**src/rtl/num_pkg.sv**
```systemverilog
// Shared encodings for the divisor-sum classifier.
// Latency: n/a (types and constants only).
// Backpressure: n/a.
package num_pkg;

  typedef enum logic [2:0] {
    ST_IDLE = 3'd0,
    ST_DIV  = 3'd1,
    ST_ACC  = 3'd2,
    ST_CMP  = 3'd3,
    ST_DONE = 3'd4
  } state_t;

  localparam logic [1:0] CLS_DEF  = 2'b00;
  localparam logic [1:0] CLS_PERF = 2'b01;
  localparam logic [1:0] CLS_ABUN = 2'b10;
  localparam logic [1:0] CLS_INV  = 2'b11;

endpackage

```
**src/rtl/rem_unit.sv**
```systemverilog
// Restoring remainder divider: rem = dividend mod divisor.
// Latency: the start edge performs the first step; ready is visible WIDTH cycles after start is asserted.
// Backpressure: none; a new start restarts it, the result is held until the next start.
module rem_unit #(
  parameter int WIDTH = 16
) (
  input  logic             clk,
  input  logic             rst,
  input  logic             start,
  input  logic [WIDTH-1:0] dividend,
  input  logic [WIDTH-1:0] divisor,
  output logic             ready,
  output logic [WIDTH-1:0] rem
);

  localparam int CW = $clog2(WIDTH);

  logic [WIDTH-1:0] r_q, r_d, q_q, q_d, dvs_q, dvs_d;
  logic [CW-1:0]    cnt_q, cnt_d;
  logic             act_q, act_d, rdy_q, rdy_d;

  logic [WIDTH-1:0] src_r, src_q, src_dvs, step_r;
  logic [WIDTH:0]   trial;

  // One restoring step; on start it works on the freshly presented operands.
  always_comb begin
    src_r   = start ? '0 : r_q;
    src_q   = start ? dividend : q_q;
    src_dvs = start ? divisor : dvs_q;
    trial   = {src_r, src_q[WIDTH-1]};
    if (trial >= {1'b0, src_dvs}) begin
      step_r = WIDTH'(trial - {1'b0, src_dvs});
    end else begin
      step_r = trial[WIDTH-1:0];
    end
  end

  // Sequencing: load on start, then WIDTH-1 further steps, then flag ready.
  always_comb begin
    r_d   = r_q;
    q_d   = q_q;
    dvs_d = dvs_q;
    cnt_d = cnt_q;
    act_d = act_q;
    rdy_d = rdy_q;
    if (start) begin
      r_d   = step_r;
      q_d   = {src_q[WIDTH-2:0], 1'b0};
      dvs_d = divisor;
      cnt_d = CW'(WIDTH - 1);
      act_d = 1'b1;
      rdy_d = 1'b0;
    end else if (act_q) begin
      r_d   = step_r;
      q_d   = {q_q[WIDTH-2:0], 1'b0};
      cnt_d = cnt_q - CW'(1);
      if (cnt_q == CW'(1)) begin
        act_d = 1'b0;
        rdy_d = 1'b1;
      end
    end
  end

  // Divider state registers; reset aborts any division in flight.
  always_ff @(posedge clk or negedge rst) begin
    if (!rst) begin
      r_q   <= '0;
      q_q   <= '0;
      dvs_q <= '0;
      cnt_q <= '0;
      act_q <= 1'b0;
      rdy_q <= 1'b0;
    end else begin
      r_q   <= r_d;
      q_q   <= q_d;
      dvs_q <= dvs_d;
      cnt_q <= cnt_d;
      act_q <= act_d;
      rdy_q <= rdy_d;
    end
  end

  assign ready = rdy_q;
  assign rem   = r_q;

endmodule

```
**src/rtl/num_classify.sv**
```systemverilog
// Sums proper divisors of a latched operand by trial division and classifies it deficient/perfect/abundant.
// Latency: K*(WIDTH+1)+1 cycles from the accepted go, K = last candidate divisor tried (0 for n<2).
// Backpressure: go is accepted only when idle or done; go while busy is ignored.
module num_classify
  import num_pkg::*;
#(
  parameter int WIDTH      = 16,
  parameter int EARLY_EXIT = 0,
  parameter int SUMW       = WIDTH + 3
) (
  input  logic             clk,
  input  logic             rst,
  input  logic             go,
  input  logic [WIDTH-1:0] sw,
  output logic             busy,
  output logic             over,
  output logic             ans,
  output logic [1:0]       cls,
  output logic [SUMW-1:0]  div_sum,
  output logic [SUMW-1:0]  div_cnt
);

  state_t           state_q, state_d;
  logic [WIDTH-1:0] n_q, n_d, d_q, d_d;
  logic [SUMW-1:0]  sum_q, sum_d, cnt_q, cnt_d;
  logic             busy_q, busy_d, over_q, over_d, ans_q, ans_d;
  logic [1:0]       cls_q, cls_d;
  logic [SUMW-1:0]  div_sum_q, div_sum_d, div_cnt_q, div_cnt_d;

  logic             div_start, div_rdy;
  logic [WIDTH-1:0] rem;
  logic [SUMW-1:0]  n_ext, d_ext;

  assign n_ext = {{(SUMW-WIDTH){1'b0}}, n_q};
  assign d_ext = {{(SUMW-WIDTH){1'b0}}, d_q};

  // The divider is loaded with the next-state operand and candidate, so it starts on the same edge the FSM enters DIV.
  rem_unit #(.WIDTH(WIDTH)) u_rem (
    .clk      (clk),
    .rst      (rst),
    .start    (div_start),
    .dividend (n_d),
    .divisor  (d_d),
    .ready    (div_rdy),
    .rem      (rem)
  );

  // Next-state, accumulation and result logic.
  always_comb begin
    state_d   = state_q;
    n_d       = n_q;
    d_d       = d_q;
    sum_d     = sum_q;
    cnt_d     = cnt_q;
    busy_d    = busy_q;
    over_d    = over_q;
    ans_d     = ans_q;
    cls_d     = cls_q;
    div_sum_d = div_sum_q;
    div_cnt_d = div_cnt_q;
    div_start = 1'b0;
    case (state_q)
      ST_IDLE, ST_DONE: begin
        if (go) begin
          n_d    = sw;
          d_d    = WIDTH'(1);
          sum_d  = '0;
          cnt_d  = '0;
          over_d = 1'b0;
          busy_d = 1'b1;
          if (sw >= WIDTH'(2)) begin
            state_d   = ST_DIV;
            div_start = 1'b1;
          end else begin
            state_d = ST_CMP;
          end
        end
      end
      ST_DIV: begin
        if (div_rdy) state_d = ST_ACC;
      end
      ST_ACC: begin
        if (rem == '0) begin
          sum_d = sum_q + d_ext;
          cnt_d = cnt_q + SUMW'(1);
        end
        d_d = d_q + WIDTH'(1);
        if ((d_q == (n_q >> 1)) || ((EARLY_EXIT != 0) && (sum_d > n_ext))) begin
          state_d = ST_CMP;
        end else begin
          state_d   = ST_DIV;
          div_start = 1'b1;
        end
      end
      ST_CMP: begin
        if (n_q == '0)          cls_d = CLS_INV;
        else if (sum_q < n_ext) cls_d = CLS_DEF;
        else if (sum_q == n_ext) cls_d = CLS_PERF;
        else                    cls_d = CLS_ABUN;
        ans_d     = (cls_d == CLS_PERF);
        div_sum_d = sum_q;
        div_cnt_d = cnt_q;
        busy_d    = 1'b0;
        over_d    = 1'b1;
        state_d   = ST_DONE;
      end
      default: state_d = ST_IDLE;
    endcase
  end

  // State and output registers; reset returns to IDLE and clears everything.
  always_ff @(posedge clk or negedge rst) begin
    if (!rst) begin
      state_q   <= ST_IDLE;
      n_q       <= '0;
      d_q       <= '0;
      sum_q     <= '0;
      cnt_q     <= '0;
      busy_q    <= 1'b0;
      over_q    <= 1'b0;
      ans_q     <= 1'b0;
      cls_q     <= CLS_DEF;
      div_sum_q <= '0;
      div_cnt_q <= '0;
    end else begin
      state_q   <= state_d;
      n_q       <= n_d;
      d_q       <= d_d;
      sum_q     <= sum_d;
      cnt_q     <= cnt_d;
      busy_q    <= busy_d;
      over_q    <= over_d;
      ans_q     <= ans_d;
      cls_q     <= cls_d;
      div_sum_q <= div_sum_d;
      div_cnt_q <= div_cnt_d;
    end
  end

  assign busy    = busy_q;
  assign over    = over_q;
  assign ans     = ans_q;
  assign cls     = cls_q;
  assign div_sum = div_sum_q;
  assign div_cnt = div_cnt_q;

endmodule

```
**config.mk**
```make
export PLATFORM = sky130hd
export DESIGN_NAME = num_classify
export DESIGN_NICKNAME = d
export VERILOG_FILES = /design/src/rtl/num_pkg.sv /design/src/rtl/rem_unit.sv /design/src/rtl/num_classify.sv
export SDC_FILE = /design/constraint.sdc
export NUM_CORES = 1
export LEC_CHECK = 0
export CAP_MARGIN = 20
export CORE_UTILIZATION = 55
export CTS_BUF_LIST = sky130_fd_sc_hd__clkbuf_2
export CTS_CLUSTER_DIAMETER = 30
export DETAILED_ROUTE_END_ITERATION = 6
export DONT_BUFFER_PORTS = 1
export GPL_TIMING_DRIVEN = 0
export PLACE_DENSITY = 0.7
export SLEW_MARGIN = 40
export SYNTH_ARGS = -nofsm -noshare
export SYNTH_HDL_FRONTEND = slang
export SYNTH_HIERARCHICAL = 1
export SYNTH_SLANG_ARGS = --single-unit
```
**constraint.sdc**
```tcl
create_clock -name clk -period 11.4 [get_ports clk]
set_input_delay 1.14 -clock clk [delete_from_list [all_inputs] [get_ports clk]]
set_output_delay 1.14 -clock clk [all_outputs]
set_load 0.01 [all_outputs]
```
==> metrics.md, run 1 <==
| Metric | Value |
|---|---|
| Crit path kind | register to register |
| Final setup viols | 0 |
| Num CTS Buffers | 17 |
| Vias per cell | 5.87 |
| Rows | 47 |
| Slew Viols, Final | 0 |
| Syn Inst Count | 935 |
| Buffers on Ports | 0 |
| Max cap viols | 0 |
| Root buf cell | clkbuf_2 |
| HPWL after DPL | 16400 um |
| H-Tree Depth | 4 |
| Synth Cell Area | 0.00928 mm2 |
| Area growth, synth to finish | 5.98% |
| Total setup buffers inserted after CTS | 0 |
| Overflow after GRT | 0 |
| Hold Slack | 0.0643 ns |
| Register Area | 0.00423 mm2 |
| Combinational Power Share | 0.481 |
| Commonest non-fill, non-tap cell in the layout | dfrtp_1 |
| Worst EP arrival | 6.35 ns |
| Total wire length | 21900 um |
| DIE AREA | 0.0174 mm2 |
| Peak VDD IR | 0.290 mV |
| Max FO, Critical Path | 10 |
| Clock latency on the worst-skew pair | 0.74 ns |
| Post-CTS Hold Fix Bufs | 1 |
| DP Cell Count | 1155 |
| Unique masters post-synth | 58 |
| Nets@finish | 1030 |
| Slew margin rel. | 0.508 |
| Final Hold Viols | 0 |
| Async S/R FF share, synth | 1.00 |
| Die H | 132 um |
| Die Width | 132 um |
| Initial antenna violation count | 1 |
| First drt pass iteration count | 7 |
| P_sw | 0.995 mW |
| Fill cell count | 1468 |
| Status | finished, final reports clean |
| Total negative setup slack | 0 ns |
| Power per cell area | 237 mW/mm2 |
| DRC | 0 |
| Worst-case clock buffer depth | 2 |
| Finished Layout Cells | 1191 |
| Footprint of the multi-input gates | 0.00470 mm2 |
| Layout cells sized above 1 | 0.0866 |
| Syn avg cell area | 9.93 um2 |
| Mapped Nets | 1008 |
| # clock sinks | 169 |
| Vias in the first global route | 6876 |
| Register area share after synthesis | 0.456 |
| Commonest non-fill, non-tap cells in the layout | dfrtp_1 (169), nand2_1 (88), o21ai_0 (84) |
| Sw Ratio | 0.427 |
| Clock share of power | 0.123 |
| Flop2flop setup slack | 5.74 ns |
| #FFs+latches synth | 169 |
| Req. time, crit path | 12.08 ns |
| CTS tree | done |
| Internal power | 1.34 mW |
| DRT antenna net count | 0 |
| Core Footprint | 0.0165 mm2 |
| Tot Pwr | 2.33 mW |
| Fmax | 177 MHz |
| Least-Margin Pin Slew | 0.738 ns |
| Post-CTS sizing | 0 |
| Place WS | 5.45 ns |
| Initial DRC count | 526 |
| Syn. warnings | 6 |
| Global Route Usage Sum | 0.264 |
| Post-synth EDFFs | 0 |
| Seq pwr share | 0.396 |
| Global placement routability congestion | 0.952 |
| Tmin final | 5.66 ns |
| Wire per inst | 18.4 um |
| RSZ-0062 raised after global routing | no |
| First-pass GRT wire length | 35800 um |
| HP Class | input port to async pin |
| Final WS setup | 5.74 ns |
| Startpoint types | register |
| Top Ports | 62 |
| Largest net degree at the start of global routing | 136 |
| Clk slew on worst S/H paths | 0.24 ns |
| CP endpoint kind | register |
| Leak | 4.75 nW |
| Post-synth top flop | dfrtp_1 |
| Via count | 6986 |
| Initial Util | 0.562 |
| Worst clock skew | 0.0416 ns |
| Final period util | 0.497 |
final cells by class:
type / instances / share of cell area
clock buffer: 21 / 0.0107
timing repair buffer: 3 / 0.00687
antenna: 1 / 0.000254
inverter: 48 / 0.0183
buffer: 39 / 0.0182
clock inverter: 11 / 0.0100
multi-input combinational: 679 / 0.478
tap: 220 / 0.0280
sequential: 169 / 0.430
worst paths after layout:
kind                                        end            start  cells past startpoint
worst max-delay path               u_rem/rem[8]       state_q[0]                     19
worst min-delay path                 div_sum[4]              rst                      0
worst max register to register     u_rem/rem[8]       state_q[0]                     19
worst min register to register  u_rem/dvs_q[12]  u_rem/dvs_q[12]                      2
max in group asynchronous           div_sum[15]              rst                      1
min in group clk                         n_q[0]            sw[0]                      2
Yosys cell counts, types with 3 or more instances:
cell type / count / share of area
a211oi_1: 5 / 0.0040
a21o_1: 9 / 0.0073
a21oi_1: 36 / 0.019
a221oi_1: 3 / 0.0028
a31oi_1: 17 / 0.011
and2_1: 15 / 0.010
and3_1: 10 / 0.0067
and4_1: 3 / 0.0028
buf_1: 6 / 0.0024
buf_6: 3 / 0.0036
clkbuf_1: 26 / 0.011
dfrtp_1: 169 / 0.46
ha_1: 52 / 0.070
inv_1: 48 / 0.019
mux2_2: 38 / 0.046
mux2i_1: 38 / 0.041
nand2_1: 88 / 0.036
nand2b_1: 9 / 0.0061
nand3_1: 44 / 0.024
nand4_1: 12 / 0.0081
nor2_1: 43 / 0.017
nor2b_1: 23 / 0.015
nor3_1: 9 / 0.0049
nor4_1: 18 / 0.012
o211ai_1: 8 / 0.0065
o21ai_0: 84 / 0.045
o21bai_1: 5 / 0.0040
o22ai_1: 4 / 0.0027
o31ai_1: 5 / 0.0040
or4_1: 4 / 0.0032
xnor2_1: 16 / 0.015
xor2_1: 47 / 0.044
through the flow:
step	instance area [um2]	utilization
detailed placement	9570	0.579
CTS	9790	0.592
finish	9840	0.595
floorplan	9280	-
global placement	9560	0.578
global route	9840	0.595
layer usage:
layer / global-route usage / part of all wire
met5: 0 / 0
met4: 0.101 / 0.032
met3: 0.0484 / 0.045
met2: 0.420 / 0.46
met1: 0.358 / 0.46
sequential cells by signal (all words and copies together) (netlist names), 2 cells and up:
register	count
div_sum	19
div_cnt	19
cls	2
d_q	16
u_rem/q_q	15
cnt_q	19
u_rem/cnt_q	4
u_rem/rem	16
u_rem/dvs_q	16
sum_q	19
state_q	3
n_q	16
critical path, cell delays in order, from the launching register on:
cell and delay [ns]:
dfrtp_1 0.50, nor2_1 0.15, and2_1 0.13, clkbuf_1 0.34, a22o_1 0.31, clkbuf_1 0.41
clkbuf_1 0.45, buf_1 0.51, clkbuf_1 0.46, nor2_1 0.11, ha_1 0.37, nand4_1 0.14
or4_1 0.14, a21oi_1 0.06, a2111oi_0 0.55, o41a_1 0.26, buf_4 0.20, buf_4 0.21
a31oi_1 0.11, o22ai_1 0.19
kinds of logic (layout without fill, tap and decap cells):
| logic type | count (synthesis) | count (layout) | share of synthesized area |
|---|---|---|---|
| fa+ha+maj | 54 | 54 | 0.0744 |
| other cells | 0 | 1 | 0 |
| simple gates | 290 | 290 | 0.158 |
| flops | 169 | 169 | 0.456 |
| xor+xnor | 63 | 63 | 0.0594 |
| buf+inv | 87 | 122 | 0.0387 |
| compound gates | 196 | 196 | 0.127 |
| mux | 76 | 76 | 0.0871 |
power by group through the flow:
| stage | Clock [mW] | Combinational, mW | Sequential (mW) |
|---|---|---|---|
| after global routing | 0.318 | 1.26 | 0.942 |
| after global placement | 0 | 1.07 | 0.930 |
| after detailed placement | 0 | 1.10 | 0.936 |
| after CTS | 0.293 | 1.11 | 0.922 |
| after floorplan | 0 | 0.873 | 0.890 |
| final | 0.286 | 1.12 | 0.924 |
Power figures use the tool's default switching activity.
==> run 2: changes to the inputs <==
- clock period: 11.4 -> 5.3 ns (I/O delays scaled with it)
==> metrics.md, run 2 (same netlist as run 1, synthesis figures left out) <==
| Metric | Value |
|---|---|
| Worst EP arrival | 5.61 ns |
| HPWL after DPL | 16400 um |
| Final setup viols | 0 |
| HP Class | input port to register |
| Die H | 132 um |
| Dpl cell area | 0.00957 mm2 |
| Vias per cell | 5.86 |
| Fill cell count | 1452 |
| Status | finished, final reports clean |
| Clock latency on the worst-skew pair | 0.74 ns |
| # clock sinks | 169 |
| Nets@finish | 1047 |
| Wire per inst | 18.2 um |
| Commonest non-fill, non-tap cell in the layout | dfrtp_1 |
| Worst clock skew | 0.0437 ns |
| Slew Viols, Final | 0 |
| Startpoint types | register |
| Global placement routability congestion | 0.952 |
| DRC | 0 |
| Vias in the first global route | 6958 |
| Rows | 47 |
| Tot Pwr | 5.05 mW |
| Post-route cell area | 0.0100 mm2 |
| Slew margin rel. | 0.488 |
| Num CTS Buffers | 17 |
| First drt pass iteration count | 5 |
| Clk slew on worst S/H paths | 0.22 ns |
| Core Footprint | 0.0165 mm2 |
| Least-Margin Pin Slew | 0.769 ns |
| Overflow after GRT | 0 |
| Final period util | 0.943 |
| Uppermost layer routed | met4 |
| Largest net degree at the start of global routing | 170 |
| Max cap viols | 0 |
| Tmin final | 5.00 ns |
| Max FO, Critical Path | 10 |
| Layout cells sized above 1 | 0.0922 |
| Initial antenna violation count | 1 |
| Worst-case clock buffer depth | 2 |
| Leak | 4.85 nW |
| Buffers on Ports | 0 |
| Initial DRC count | 528 |
| Commonest non-fill, non-tap cells in the layout | dfrtp_1 (169), nand2_1 (88), o21ai_0 (84) |
| Final Hold Viols | 0 |
| CTS tree | done |
| Req. time, crit path | 5.91 ns |
| Met1 wire length | 10200 um |
| Die Width | 132 um |
| Fmax | 200 MHz |
| First-pass GRT wire length | 36200 um |
| Total wire length | 21900 um |
| Via count | 7082 |
| Crit path kind | register to register |
| Area growth, synth to finish | 7.99% |
| DRT antenna net count | 0 |
| Met3 WL post-DR | 1020 um |
| Post-layout util | 0.607 |
| DIE AREA | 0.0174 mm2 |
| CP endpoint kind | register |
| Power per cell area | 504 mW/mm2 |
| Root buf cell | clkbuf_2 |
| Met2 wire length | 10100 um |
| Top Ports | 62 |
| Global Route Usage Sum | 0.265 |
| Peak VDD IR | 0.628 mV |
| Initial Util | 0.562 |
| H-Tree Depth | 4 |
run 2: what timing repair did:
action                                  CTS  global route
gates resized for setup                   4             7
setup buffers                             0             0
hold buffers                             19             0
endpoints found under the setup margin   16            15
endpoints found under the hold margin   191             0
run 2: cell type report:
class | count | area (um2) | area share
clock inverters | 11 | 98.8 | 0.00986
plain buffers | 39 | 186 | 0.0186
clock buffers | 21 | 105 | 0.0105
repair buffers | 20 | 235 | 0.0235
well taps | 220 | 275 | 0.0275
inverters | 48 | 180 | 0.0180
diodes | 1 | 2.50 | 0.000250
multi-input cells | 679 | 4710 | 0.470
flip-flops and latches | 169 | 4230 | 0.422
run 2: worst paths after layout:
check	startpoint	to	slack [ns]	cells past startpoint
max	d_q[0]	u_rem/rem[14]	0.30	18
max in group asynchronous	rst	div_sum[15]	4.14	3
min	go	state_q[1]	0.13	3
min in group asynchronous	rst	u_rem/q_q[5]	0.26	2
max reg2reg	d_q[0]	u_rem/rem[14]	0.30	18
min reg2reg	u_rem/dvs_q[12]	u_rem/dvs_q[12]	0.52	2
run 2: through the flow:
step	instances	TNS (ns)	hold slack, ns	worst slack (ns)
after floorplan	935	0	0.234	0.798
after global placement	1155	-2.08	0.238	-0.203
after detailed placement	1155	-4.09	0.239	-0.334
after CTS	1206	0	0.0939	0.0865
after global routing	1208	-0.00857	0.135	-0.00857
final	1208	0	0.132	0.305
run 2: metal layers:
metal | global-route usage | vias to the layer above
met1 | 0.363 | 3432
met4 | 0.100 | 0
li1 | - | 3400
met2 | 0.422 | 207
met5 | 0 | -
met3 | 0.0484 | 43
run 2: power breakdown:
group	internal (mW)	leakage [nW]	switching [mW]	total [mW]
clock network	0.175	0.123	0.439	0.613
logic	1.06	2.48	1.39	2.45
registers	1.66	2.25	0.331	1.99
total	2.89	4.85	2.16	5.05
run 2: worst max-delay path: stages, from the launching register on:
cell	delay [ns]
dfrtp_1	0.54
xor2_1	0.21
nor4_1	0.35
nand4_1	0.17
a22o_1	0.32
clkbuf_2	0.23
clkbuf_2	0.26
buf_2	0.25
mux2_2	0.27
ha_1	0.18
inv_1	0.06
fa_1	0.40
a21oi_1	0.26
o211ai_1	0.15
a221oi_2	0.41
o21bai_1	0.19
a221oi_1	0.38
xor2_1	0.16
o21ai_0	0.09
